`src/rtl/serial_adder_pkg.sv`:
```
// rtl/serial_adder_pkg.sv - shared state encodings and defaults for the bit-serial adder
package serial_adder_pkg;

    localparam int DEFAULT_WIDTH = 8;

    // FSM state encodings
    localparam logic [1:0] S_IDLE = 2'd0;
    localparam logic [1:0] S_RUN  = 2'd1;
    localparam logic [1:0] S_DONE = 2'd2;

endpackage

```
`src/rtl/serial_fa_cell.sv`:
```
// rtl/serial_fa_cell.sv - combinational 1-bit full adder cell
module serial_fa_cell (
    input  logic a,
    input  logic b,
    input  logic cin,
    output logic sum,
    output logic carry
);

    // One full-adder bit: sum and carry from two operand bits plus carry-in
    always_comb begin
        sum   = a ^ b ^ cin;
        carry = (a & b) | (cin & (a ^ b));
    end

endmodule

```
`src/rtl/serial_adder.sv`:
```
// rtl/serial_adder.sv - bit-serial WIDTH-bit adder, LSB first; SERIAL_ADDER_OVF_EN adds the ovf output
module serial_adder
    import serial_adder_pkg::*;
#(
    parameter int WIDTH = DEFAULT_WIDTH
) (
    input  logic             clk,
    input  logic             rst_n,
    input  logic             start,
    input  logic [WIDTH-1:0] a,
    input  logic [WIDTH-1:0] b,
    input  logic             cin,
    output logic             busy,
    output logic             done,
    output logic [WIDTH-1:0] sum,
    output logic             cout
`ifdef SERIAL_ADDER_OVF_EN
    ,
    output logic             ovf
`endif
);

    localparam int CNT_W = $clog2(WIDTH);
    localparam logic [CNT_W-1:0] CNT_LAST = CNT_W'(WIDTH - 1);

    logic [1:0]       state_q, state_d;
    logic [WIDTH-1:0] a_sh_q, a_sh_d;
    logic [WIDTH-1:0] b_sh_q, b_sh_d;
    logic [WIDTH-1:0] sum_q, sum_d;
    logic [CNT_W-1:0] cnt_q, cnt_d;
    logic             carry_q, carry_d;
    logic             cout_q, cout_d;
    logic             fa_sum, fa_carry;
    logic             accept;
`ifdef SERIAL_ADDER_OVF_EN
    logic             ovf_q, ovf_d;
`endif

    serial_fa_cell u_fa (
        .a     (a_sh_q[0]),
        .b     (b_sh_q[0]),
        .cin   (carry_q),
        .sum   (fa_sum),
        .carry (fa_carry)
    );

    // Start is only honoured when no operation is in flight
    always_comb begin
        accept = start && ((state_q == S_IDLE) || (state_q == S_DONE));
    end

    // Next-state: capture operands on accept, shift one bit per RUN cycle
    always_comb begin
        state_d = state_q;
        a_sh_d  = a_sh_q;
        b_sh_d  = b_sh_q;
        sum_d   = sum_q;
        cnt_d   = cnt_q;
        carry_d = carry_q;
        cout_d  = cout_q;
`ifdef SERIAL_ADDER_OVF_EN
        ovf_d   = ovf_q;
`endif
        if (accept) begin
            state_d = S_RUN;
            a_sh_d  = a;
            b_sh_d  = b;
            carry_d = cin;
            cnt_d   = '0;
            sum_d   = '0;
            cout_d  = 1'b0;
`ifdef SERIAL_ADDER_OVF_EN
            ovf_d   = 1'b0;
`endif
        end else begin
            case (state_q)
                S_RUN: begin
                    sum_d   = {fa_sum, sum_q[WIDTH-1:1]};
                    a_sh_d  = {1'b0, a_sh_q[WIDTH-1:1]};
                    b_sh_d  = {1'b0, b_sh_q[WIDTH-1:1]};
                    carry_d = fa_carry;
                    if (cnt_q == CNT_LAST) begin
                        // MSB just processed: carry into it is still in carry_q
                        cout_d  = fa_carry;
                        state_d = S_DONE;
`ifdef SERIAL_ADDER_OVF_EN
                        ovf_d   = carry_q ^ fa_carry;
`endif
                    end else begin
                        cnt_d = cnt_q + CNT_W'(1);
                    end
                end
                S_DONE:  state_d = S_IDLE;
                S_IDLE:  state_d = S_IDLE;
                default: state_d = S_IDLE;
            endcase
        end
    end

    // State registers with asynchronous clear
    always_ff @(posedge clk or negedge rst_n) begin
        if (!rst_n) begin
            state_q <= S_IDLE;
            a_sh_q  <= '0;
            b_sh_q  <= '0;
            sum_q   <= '0;
            cnt_q   <= '0;
            carry_q <= 1'b0;
            cout_q  <= 1'b0;
`ifdef SERIAL_ADDER_OVF_EN
            ovf_q   <= 1'b0;
`endif
        end else begin
            state_q <= state_d;
            a_sh_q  <= a_sh_d;
            b_sh_q  <= b_sh_d;
            sum_q   <= sum_d;
            cnt_q   <= cnt_d;
            carry_q <= carry_d;
            cout_q  <= cout_d;
`ifdef SERIAL_ADDER_OVF_EN
            ovf_q   <= ovf_d;
`endif
        end
    end

    // Outputs are decoded straight from registered state
    always_comb begin
        busy = (state_q == S_RUN);
        done = (state_q == S_DONE);
        sum  = sum_q;
        cout = cout_q;
`ifdef SERIAL_ADDER_OVF_EN
        ovf  = ovf_q;
`endif
    end

endmodule
```
`config.mk`:
```
export PLATFORM = sky130hd
export DESIGN_NAME = serial_adder
export DESIGN_NICKNAME = d
export VERILOG_FILES = /design/src/rtl/serial_adder_pkg.sv /design/src/rtl/serial_fa_cell.sv /design/src/rtl/serial_adder.sv
export SDC_FILE = /design/constraint.sdc
export NUM_CORES = 1
export LEC_CHECK = 0
export BUFFER_PORTS_ARGS = -buffer_cell sky130_fd_sc_hd__buf_4
export CAP_MARGIN = 25
export CORE_MARGIN = 8
export CORE_UTILIZATION = 54
export DETAILED_ROUTE_END_ITERATION = 8
export PLACE_DENSITY = 0.78
export SYNTH_ARGS = -nofsm -noshare
export SYNTH_HDL_FRONTEND = slang
export SYNTH_SLANG_ARGS = --single-unit
```
`constraint.sdc`:
```
create_clock -name clk -period 1.8 [get_ports clk]
set_input_delay 0.09 -clock clk [delete_from_list [all_inputs] [get_ports clk]]
set_output_delay 0.09 -clock clk [all_outputs]
set_load 0.05 [all_outputs]
```
==> results of run 1 <==
[cells in the mapped netlist, types with 2 or more instances]
cell	count	share of area, %
nand2_1	14	3.3
nand2b_1	2	0.80
a21oi_1	16	5.1
buf_4	3	1.4
mux2i_1	16	10
a22o_1	4	2.2
buf_6	4	2.9
o211a_1	3	1.9
a211oi_1	6	2.9
nor2b_1	8	3.2
dfrtp_1	31	49
ha_1	2	1.6
buf_2	3	0.96
o22ai_1	7	2.8
o21ai_0	7	2.2
inv_1	13	3.1
[power breakdown]
group | internal, mW | switching [mW] | leakage [nW]
clock | 0.230 | 0.235 | 0.0386
combinational | 0.603 | 0.938 | 0.484
sequential | 1.01 | 0.241 | 0.379
[flip-flops by register name, indices dropped and copies added, names as in the netlist]
name and flops:
state_q 2, b_sh_q 8, sum 8, carry_q 1, cout 1, cnt_q 3, a_sh_q 8
[per-stage QoR]
| step | hold WS [ps] | cell area, um^2 |
|---|---|---|
| 3_3_place_gp | 36.9 | 1770 |
| 5_1_grt | 26.1 | 1870 |
| 4_1_cts | 12.8 | 1870 |
| 3_5_place_dp | 41.5 | 1770 |
| 6_report | 27.2 | 1870 |
| 2_1_floorplan | -206 | 1570 |
[area by class of cell]
| class | instances | area, um^2 | share of cell area [%] |
|---|---|---|---|
| timing repair buffer | 36 | 278 | 14.8 |
| sequential | 31 | 776 | 41.4 |
| inverter | 13 | 48.8 | 2.61 |
| clock buffer | 8 | 68.8 | 3.68 |
| multi-input combinational | 96 | 662 | 35.4 |
| tap | 31 | 38.8 | 2.07 |
[routing by layer]
metal | GRT usage (%) | share of wire [%]
met1 | 14.3 | 40
met2 | 23.9 | 51
met3 | 6.07 | 6.7
met4 | 6.70 | 1.7
met5 | 0 | 0
[worst paths after layout]
path,start,endpoint,slack (ps),cells past startpoint
min reg2reg,a_sh_q[2],a_sh_q[2],520,2
max reg2reg,cnt_q[1],cnt_q[1],300,5
max,state_q[1],busy,190,3
min in group asynchronous,rst_n,sum[1],210,2
min,a[4],a_sh_q[4],30,3
max in group asynchronous,rst_n,b_sh_q[4],1300,2
[critical path: stages (launching register included)]
cell	delay, ps
dfrtp_1	510
or2b_4	340
inv_1	120
buf_4	220
[cell families after synthesis]
logic type | after synthesis | synth area share [%]
flip-flops | 31 | 49.4
adder cells (fa/ha/maj) | 3 | 2.87
AND/OR/NAND/NOR | 30 | 10.1
AO/OA/AOI/OAI | 47 | 19.0
multiplexers | 16 | 10.2
buffers and inverters | 23 | 8.37
==> impl_metrics.py, run 1 <==
metrics = {
    "final_layout": {
        "final_cell_mix": "33 x buf_4, 31 x dfrtp_1, 16 x mux2i_1, 16 x a21oi_1, 14 x nand2_1",
        "stdcell_count": 215,
        "fill_cells": 221,
        "final_common_cell": "buf_4",
        "layout.nets": 206,
        "n_antenna_cell": 0,
        "post-route-util_pct": 67.9,
        "areaGrowthSynthToFinish_pct": 19.3,
        "drive_gt1_share_pct": 23.9,
    },
    "die": {
        "die_w_um": 69.9,
        "core_um2": 2760,
        "ios": 31,
        "die_h_um": 69.9,
        "rows": 19,
        "die_area_um2": 4890,
        "initial_utilization_pct": 56.9,
    },
    "sta": {
        "min_period_over_period_pct": 89.7,
        "min_period_ps": 1610,
        "worst_pin_slew_ps": 388,
        "finClkSkew_ps": 10.2,
        "grt_setup_unrepaired": "false",
        "fmax_ghz": 0.620,
        "maxSlewViolCount": 0,
        "setup_viol": 0,
        "relSlewSlack_pct": 74.1,
        "timing.setup.tns_ps": 0,
        "hold_violations": 0,
        "layout_setup_ws_ps": 186,
    },
    "drt": {
        "drt-total-wl_mm": 3.22,
        "drt.antenna.violating_nets": 0,
        "drcViolationCount": 0,
        "vias": 1208,
        "drt_first_pass_iters": 4,
        "dr.first_iter.drc_count": 38,
        "vias_per_cell": 5.62,
        "avgRoutedWirePerCell_um": 15.0,
    },
    "critical_path": {
        "cp_data_arrival_time_ps": 1520,
        "crit_path_start_kind": "register",
        "end_kind": "output port",
        "worstPathMaxFanout": 9,
        "required_ps": 1710,
        "worstSetupPathType": "reg2out",
    },
    "pwr": {
        "powerDensity_nw_per_um2": 1740,
        "ir_drop_mv": 1.38,
        "p_leak_nw": 0.901,
        "p_total_mw": 3.26,
    },
    "yosys": {
        "synth-main-ff-cell": "dfrtp_1",
        "yosysWarnings": 0,
        "syn-mean-instance-area_um2": 10.5,
        "postSynthCellCount": 150,
        "synth_seq_cells": 31,
        "ys_seq_area_share_pct": 49.4,
        "synth_cell_types": 27,
        "syn-num-nets": 173,
        "netlist_area_um2": 1570,
        "synth_edf_count": 0,
        "async_reset_ff_share_pct": 100,
    },
    "global_route": {
        "grtUsageTotal_pct": 14.0,
        "grt_max_degree": 32,
        "antenna_found_initial": 0,
        "grt_pass1_vias": 1305,
        "grt_first_pass_wirelength_mm": 5.65,
        "overflow": 0,
    },
    "cts": {
        "cts.sinks": 31,
        "h-tree-depth": 2,
        "tritoncts": "yes",
        "clkLatencyLatePin_ps": 340,
        "ctsHoldBuffers": 3,
        "cts_root_buffer": "clkbuf_4",
        "post_cts_resized": 0,
        "numCtsBuffers": 5,
        "clkTransAtPathRegs_ps": 90,
        "post-cts-setup-buffers": 0,
        "cts_buffer_depth": 2,
    },
    "place": {
        "place.gp.congestion": 0.722,
        "portBuffers": 30,
        "place_hpwl_mm": 2.36,
        "post-place-ws_ps": 299,
        "dp.cells": 204,
    },
    "min_path": {
        "hp-class": "in2reg",
    },
    "outcome": {
        "outcome": "finished, final reports clean",
    },
    "flow_run": {
        "drv_cap": 0,
    },
}
Power figures use the tool's default switching activity.
==> inputs of run 2 (changes only) <==
CORE_UTILIZATION = 39   (was 54)
PLACE_DENSITY = default   (was 0.78)
==> impl_metrics.py, run 2 (synthesized netlist as in run 1, its figures left out) <==
metrics = {
    "min_path": {
        "hp-class": "in2reg",
    },
    "global_route": {
        "grtUsageTotal_pct": 11.7,
        "antenna_found_initial": 0,
        "grt_pass1_vias": 1293,
        "grt_max_degree": 32,
        "grt_first_pass_wirelength_mm": 5.85,
        "overflow": 0,
    },
    "pwr": {
        "p_leak_nw": 0.901,
        "ir_drop_mv": 0.575,
        "powerDensity_nw_per_um2": 1750,
    },
    "drt": {
        "drt-total-wl_mm": 3.34,
        "drt.antenna.violating_nets": 0,
        "drcViolationCount": 0,
        "vias": 1172,
        "drt_first_pass_iters": 4,
        "vias_per_cell": 5.07,
        "avgRoutedWirePerCell_um": 14.5,
        "dr.first_iter.drc_count": 43,
    },
    "cts": {
        "ctsHoldBuffers": 1,
        "cts_root_buffer": "clkbuf_8",
        "clkLatencyLatePin_ps": 280,
        "post_cts_resized": 0,
        "clkTransAtPathRegs_ps": 60,
        "h-tree-depth": 2,
        "cts_buffer_depth": 2,
        "cts.sinks": 31,
        "tritoncts": "yes",
        "numCtsBuffers": 5,
        "post-cts-setup-buffers": 0,
    },
    "final_layout": {
        "design_area_um2": 1890,
        "final_cell_mix": "33 x buf_4, 31 x dfrtp_1, 16 x mux2i_1, 16 x a21oi_1, 14 x nand2_1",
        "drive_gt1_share_pct": 24.3,
        "areaGrowthSynthToFinish_pct": 20.7,
        "layout.nets": 204,
        "n_antenna_cell": 0,
        "final_common_cell": "buf_4",
    },
    "sta": {
        "min_period_over_period_pct": 86.9,
        "timing.setup.tns_ps": 0,
        "relSlewSlack_pct": 73.5,
        "grt_setup_unrepaired": "false",
        "hold_violations": 0,
        "layout_setup_ws_ps": 236,
        "min_period_ps": 1560,
        "worst_pin_slew_ps": 397,
        "maxSlewViolCount": 0,
        "finClkSkew_ps": 4.90,
        "holdWs_ps": 21.1,
        "setup_viol": 0,
        "fmax_ghz": 0.639,
    },
    "die": {
        "die_area_um2": 6310,
        "initial_utilization_pct": 39.8,
        "ios": 31,
        "die_w_um": 79.4,
        "die_h_um": 79.4,
        "core_um2": 3940,
        "rows": 23,
    },
    "critical_path": {
        "cp_data_arrival_time_ps": 1470,
        "slowest_stage": "dfrtp_1",
        "reg2reg_slack_ps": 290,
        "crit_path_start_kind": "register",
        "required_ps": 1710,
        "end_kind": "output port",
        "worstPathMaxFanout": 9,
        "critical-path-max-stage-delay_ps": 500,
        "worstSetupPathType": "reg2out",
        "critical_path.cell_chain": "or2b_4 > inv_1 > buf_4",
    },
    "place": {
        "portBuffers": 30,
        "place.gp.congestion": 0.779,
        "dpl_cell_area_um2": 1800,
        "post-place-ws_ps": 299,
        "place_hpwl_mm": 2.38,
    },
    "outcome": {
        "outcome": "finished, final reports clean",
    },
    "flow_run": {
        "drv_cap": 0,
    },
}
[run 2: cell count changes in the layout (fill, tap and decap cells not counted), sizes merged]
| cell | delta |
|---|---|
| clkbuf | -2 |
| clkinv | +1 |
| dlygate4sd3 | -2 |
[run 2: layer usage]
metal / part of all wire, % / GRT usage (%) / vias to the layer above
met2: 47 / 19.0 / 32
met1: 45 / 13.2 / 550
met5: 0 / 0 / -
met4: 1.6 / 5.56 / 0
met3: 7.0 / 4.62 / 6
li1: - / - / 584
[run 2: final timing paths]
path	from	cells past startpoint	to
setup / recovery	state_q[1]	3	busy
hold / removal	b[7]	2	b_sh_q[7]
setup reg to reg	cnt_q[1]	5	cnt_q[0]
hold reg to reg	a_sh_q[5]	2	a_sh_q[5]
max in group asynchronous	rst_n	2	b_sh_q[2]
min in group asynchronous	rst_n	2	sum[1]
[run 2: cell type report]
| cell class | count | area [um^2] |
|---|---|---|
| multi-input combinational | 96 | 662 |
| fill | 376 | 2050 |
| tap | 50 | 62.6 |
| timing repair buffer | 34 | 258 |
| inverter | 13 | 48.8 |
| clock buffer | 6 | 82.6 |
| clock inverter | 1 | 5.00 |
| sequential | 31 | 776 |
[run 2: power by group]
part | switching [mW] | internal (mW) | leakage [nW]
Combinational | 0.928 | 0.600 | 0.475
Clock | 0.248 | 0.299 | 0.0470
Sequential | 0.237 | 1.01 | 0.379
[run 2: through the flow]
stage | cells | total power, mW | utilization, %
2_1_floorplan | 150 | 2.42 | -
3_3_place_gp | 223 | 2.74 | 45.6
3_5_place_dp | 223 | 2.81 | 45.6
4_1_cts | 231 | 3.37 | 48.0
5_1_grt | 231 | 3.60 | 48.0
6_report | 231 | 3.32 | 48.0
[run 2: worst max-delay path, delay by kind of cell, from the launching register on]
| family | cells | cell delay [ps] |
|---|---|---|
| simple gates | 1 | 340 |
| flops | 1 | 500 |
| buf+inv | 2 | 350 |
==> inputs of run 3 (changes only) <==
REMOVE_ABC_BUFFERS = 1   (was default)
==> impl_metrics.py, run 3 (synthesized netlist as in run 1, its figures left out) <==
metrics = {
    "drt": {
        "drt.antenna.violating_nets": 0,
        "dr.first_iter.drc_count": 55,
        "vias_per_cell": 5.07,
        "drcViolationCount": 0,
        "avgRoutedWirePerCell_um": 13.8,
        "drt-total-wl_mm": 3.18,
        "vias": 1172,
        "drt_first_pass_iters": 4,
    },
    "final_layout": {
        "post-route-util_pct": 48.1,
        "final_common_cell": "buf_4",
        "layout.nets": 204,
        "final_cell_mix": "33 x buf_4, 30 x dfrtp_1, 16 x mux2i_1, 16 x a21oi_1, 14 x nand2_1",
        "n_antenna_cell": 0,
        "areaGrowthSynthToFinish_pct": 20.8,
        "drive_gt1_share_pct": 24.9,
    },
    "pwr": {
        "clockPowerShare_pct": 16.5,
        "switchingPower_mw": 1.40,
        "p_leak_nw": 0.901,
        "internal_power_mw": 1.91,
        "seq_power_share_pct": 38.5,
        "ir_drop_mv": 0.555,
        "powerDensity_nw_per_um2": 1740,
        "pwr-share-comb_pct": 45.1,
        "p_total_mw": 3.31,
        "swShare_pct": 42.2,
    },
    "sta": {
        "hold_violations": 0,
        "setup_viol": 0,
        "finClkSkew_ps": 7.23,
        "min_period_ps": 1590,
        "min_period_over_period_pct": 88.6,
        "worst_pin_slew_ps": 406,
        "holdWs_ps": 32.2,
        "maxSlewViolCount": 0,
        "layout_setup_ws_ps": 205,
        "fmax_ghz": 0.627,
        "grt_setup_unrepaired": "false",
        "relSlewSlack_pct": 72.9,
        "timing.setup.tns_ps": 0,
    },
    "cts": {
        "clkTransAtPathRegs_ps": 70,
        "numCtsBuffers": 5,
        "cts.sinks": 31,
        "cts_buffer_depth": 2,
        "cts_root_buffer": "clkbuf_8",
        "tritoncts": "yes",
        "clkLatencyLatePin_ps": 280,
        "h-tree-depth": 2,
    },
    "place": {
        "place.gp.congestion": 0.738,
        "portBuffers": 30,
        "post-place-ws_ps": 299,
        "place_hpwl_mm": 2.33,
    },
    "critical_path": {
        "crit_path_start_kind": "register",
        "reg2reg_to": "cnt_q[0]",
        "worst_r2r_path_depth": 5,
        "worstSetupPathType": "reg2out",
        "r2r_start": "cnt_q[0]",
        "reg2reg_slack_ps": 290,
        "end_kind": "output port",
        "worstPathMaxFanout": 16,
        "required_ps": 1710,
        "cp_data_arrival_time_ps": 1500,
    },
    "min_path": {
        "hold_start": "a[7]",
        "worstHoldPathCells": 2,
        "holdPathEnd": "a_sh_q[7]",
        "hp-class": "in2reg",
    },
    "global_route": {
        "grt_first_pass_wirelength_mm": 5.60,
        "grt_pass1_vias": 1262,
        "overflow": 0,
        "grtUsageTotal_pct": 11.2,
        "grt_max_degree": 32,
        "antenna_found_initial": 0,
    },
    "flow_run": {
        "drv_cap": 0,
    },
    "die": {
        "die_area_um2": 6310,
        "die_h_um": 79.4,
        "core_um2": 3940,
        "die_w_um": 79.4,
        "initial_utilization_pct": 39.8,
        "rows": 23,
        "ios": 31,
    },
    "outcome": {
        "outcome": "finished, final reports clean",
    },
}
[run 3: cell counts in the layout (fill, tap and decap cells not counted)]
Identical to the previous run, type by type.
[run 3: repair_timing]
item                       CTS  global route
hold endpoints to repair    31             0
hold buffers                 1             0
gates resized for setup      0             1
setup buffers                0             0
setup endpoints to repair    0             1
[run 3: layer usage]
layer | share of wire [%] | vias up | global-route usage, %
met1 | 45 | 557 | 12.6
met5 | 0 | - | 0
met2 | 47 | 31 | 18.2
met4 | 1.4 | 0 | 4.44
li1 | - | 580 | -
met3 | 6.3 | 4 | 4.62
[run 3: worst max-delay path: stages (launching register included)]
cell     delay (ps)
dfrtp_2         540
or2b_4          340
inv_1           120
buf_4           220
[run 3: worst max-delay path by stage]
stage                     slack [ps]       end  depth (start not counted)  startpoint
after CTS                         40      busy                          3  state_q[0]
final                            210      busy                          3  state_q[0]
after detailed placement         300  cnt_q[0]                          5    cnt_q[0]
after global routing             130      busy                          3  state_q[0]
after global placement           350  cnt_q[1]                          5    cnt_q[1]
after floorplan                  120    sum[2]                          3  state_q[1]
[run 3: power groups by stage]
stage / registers, mW / clock network, mW / logic [mW]
floorplan: 1.55 / 0 / 0.780
global placement: 1.27 / 0 / 1.47
detailed placement: 1.29 / 0 / 1.51
CTS: 1.28 / 0.558 / 1.51
global route: 1.33 / 0.596 / 1.65
finish: 1.27 / 0.544 / 1.49
[run 3: cell type report]
type | instances | area [um^2]
Clock buffer | 6 | 82.6
Timing Repair Buffer | 34 | 258
Tap cell | 50 | 62.6
Fill cell | 399 | 2050
Clock inverter | 1 | 5.00
Multi-Input combinational cell | 96 | 662
Sequential cell | 31 | 777
Inverter | 13 | 48.8
[run 3: metrics by stage]
step	cell area, um^2	cells
after floorplan	1490	140
after global placement	1800	223
after detailed placement	1800	223
after CTS	1890	231
after global routing	1900	231
final	1900	231
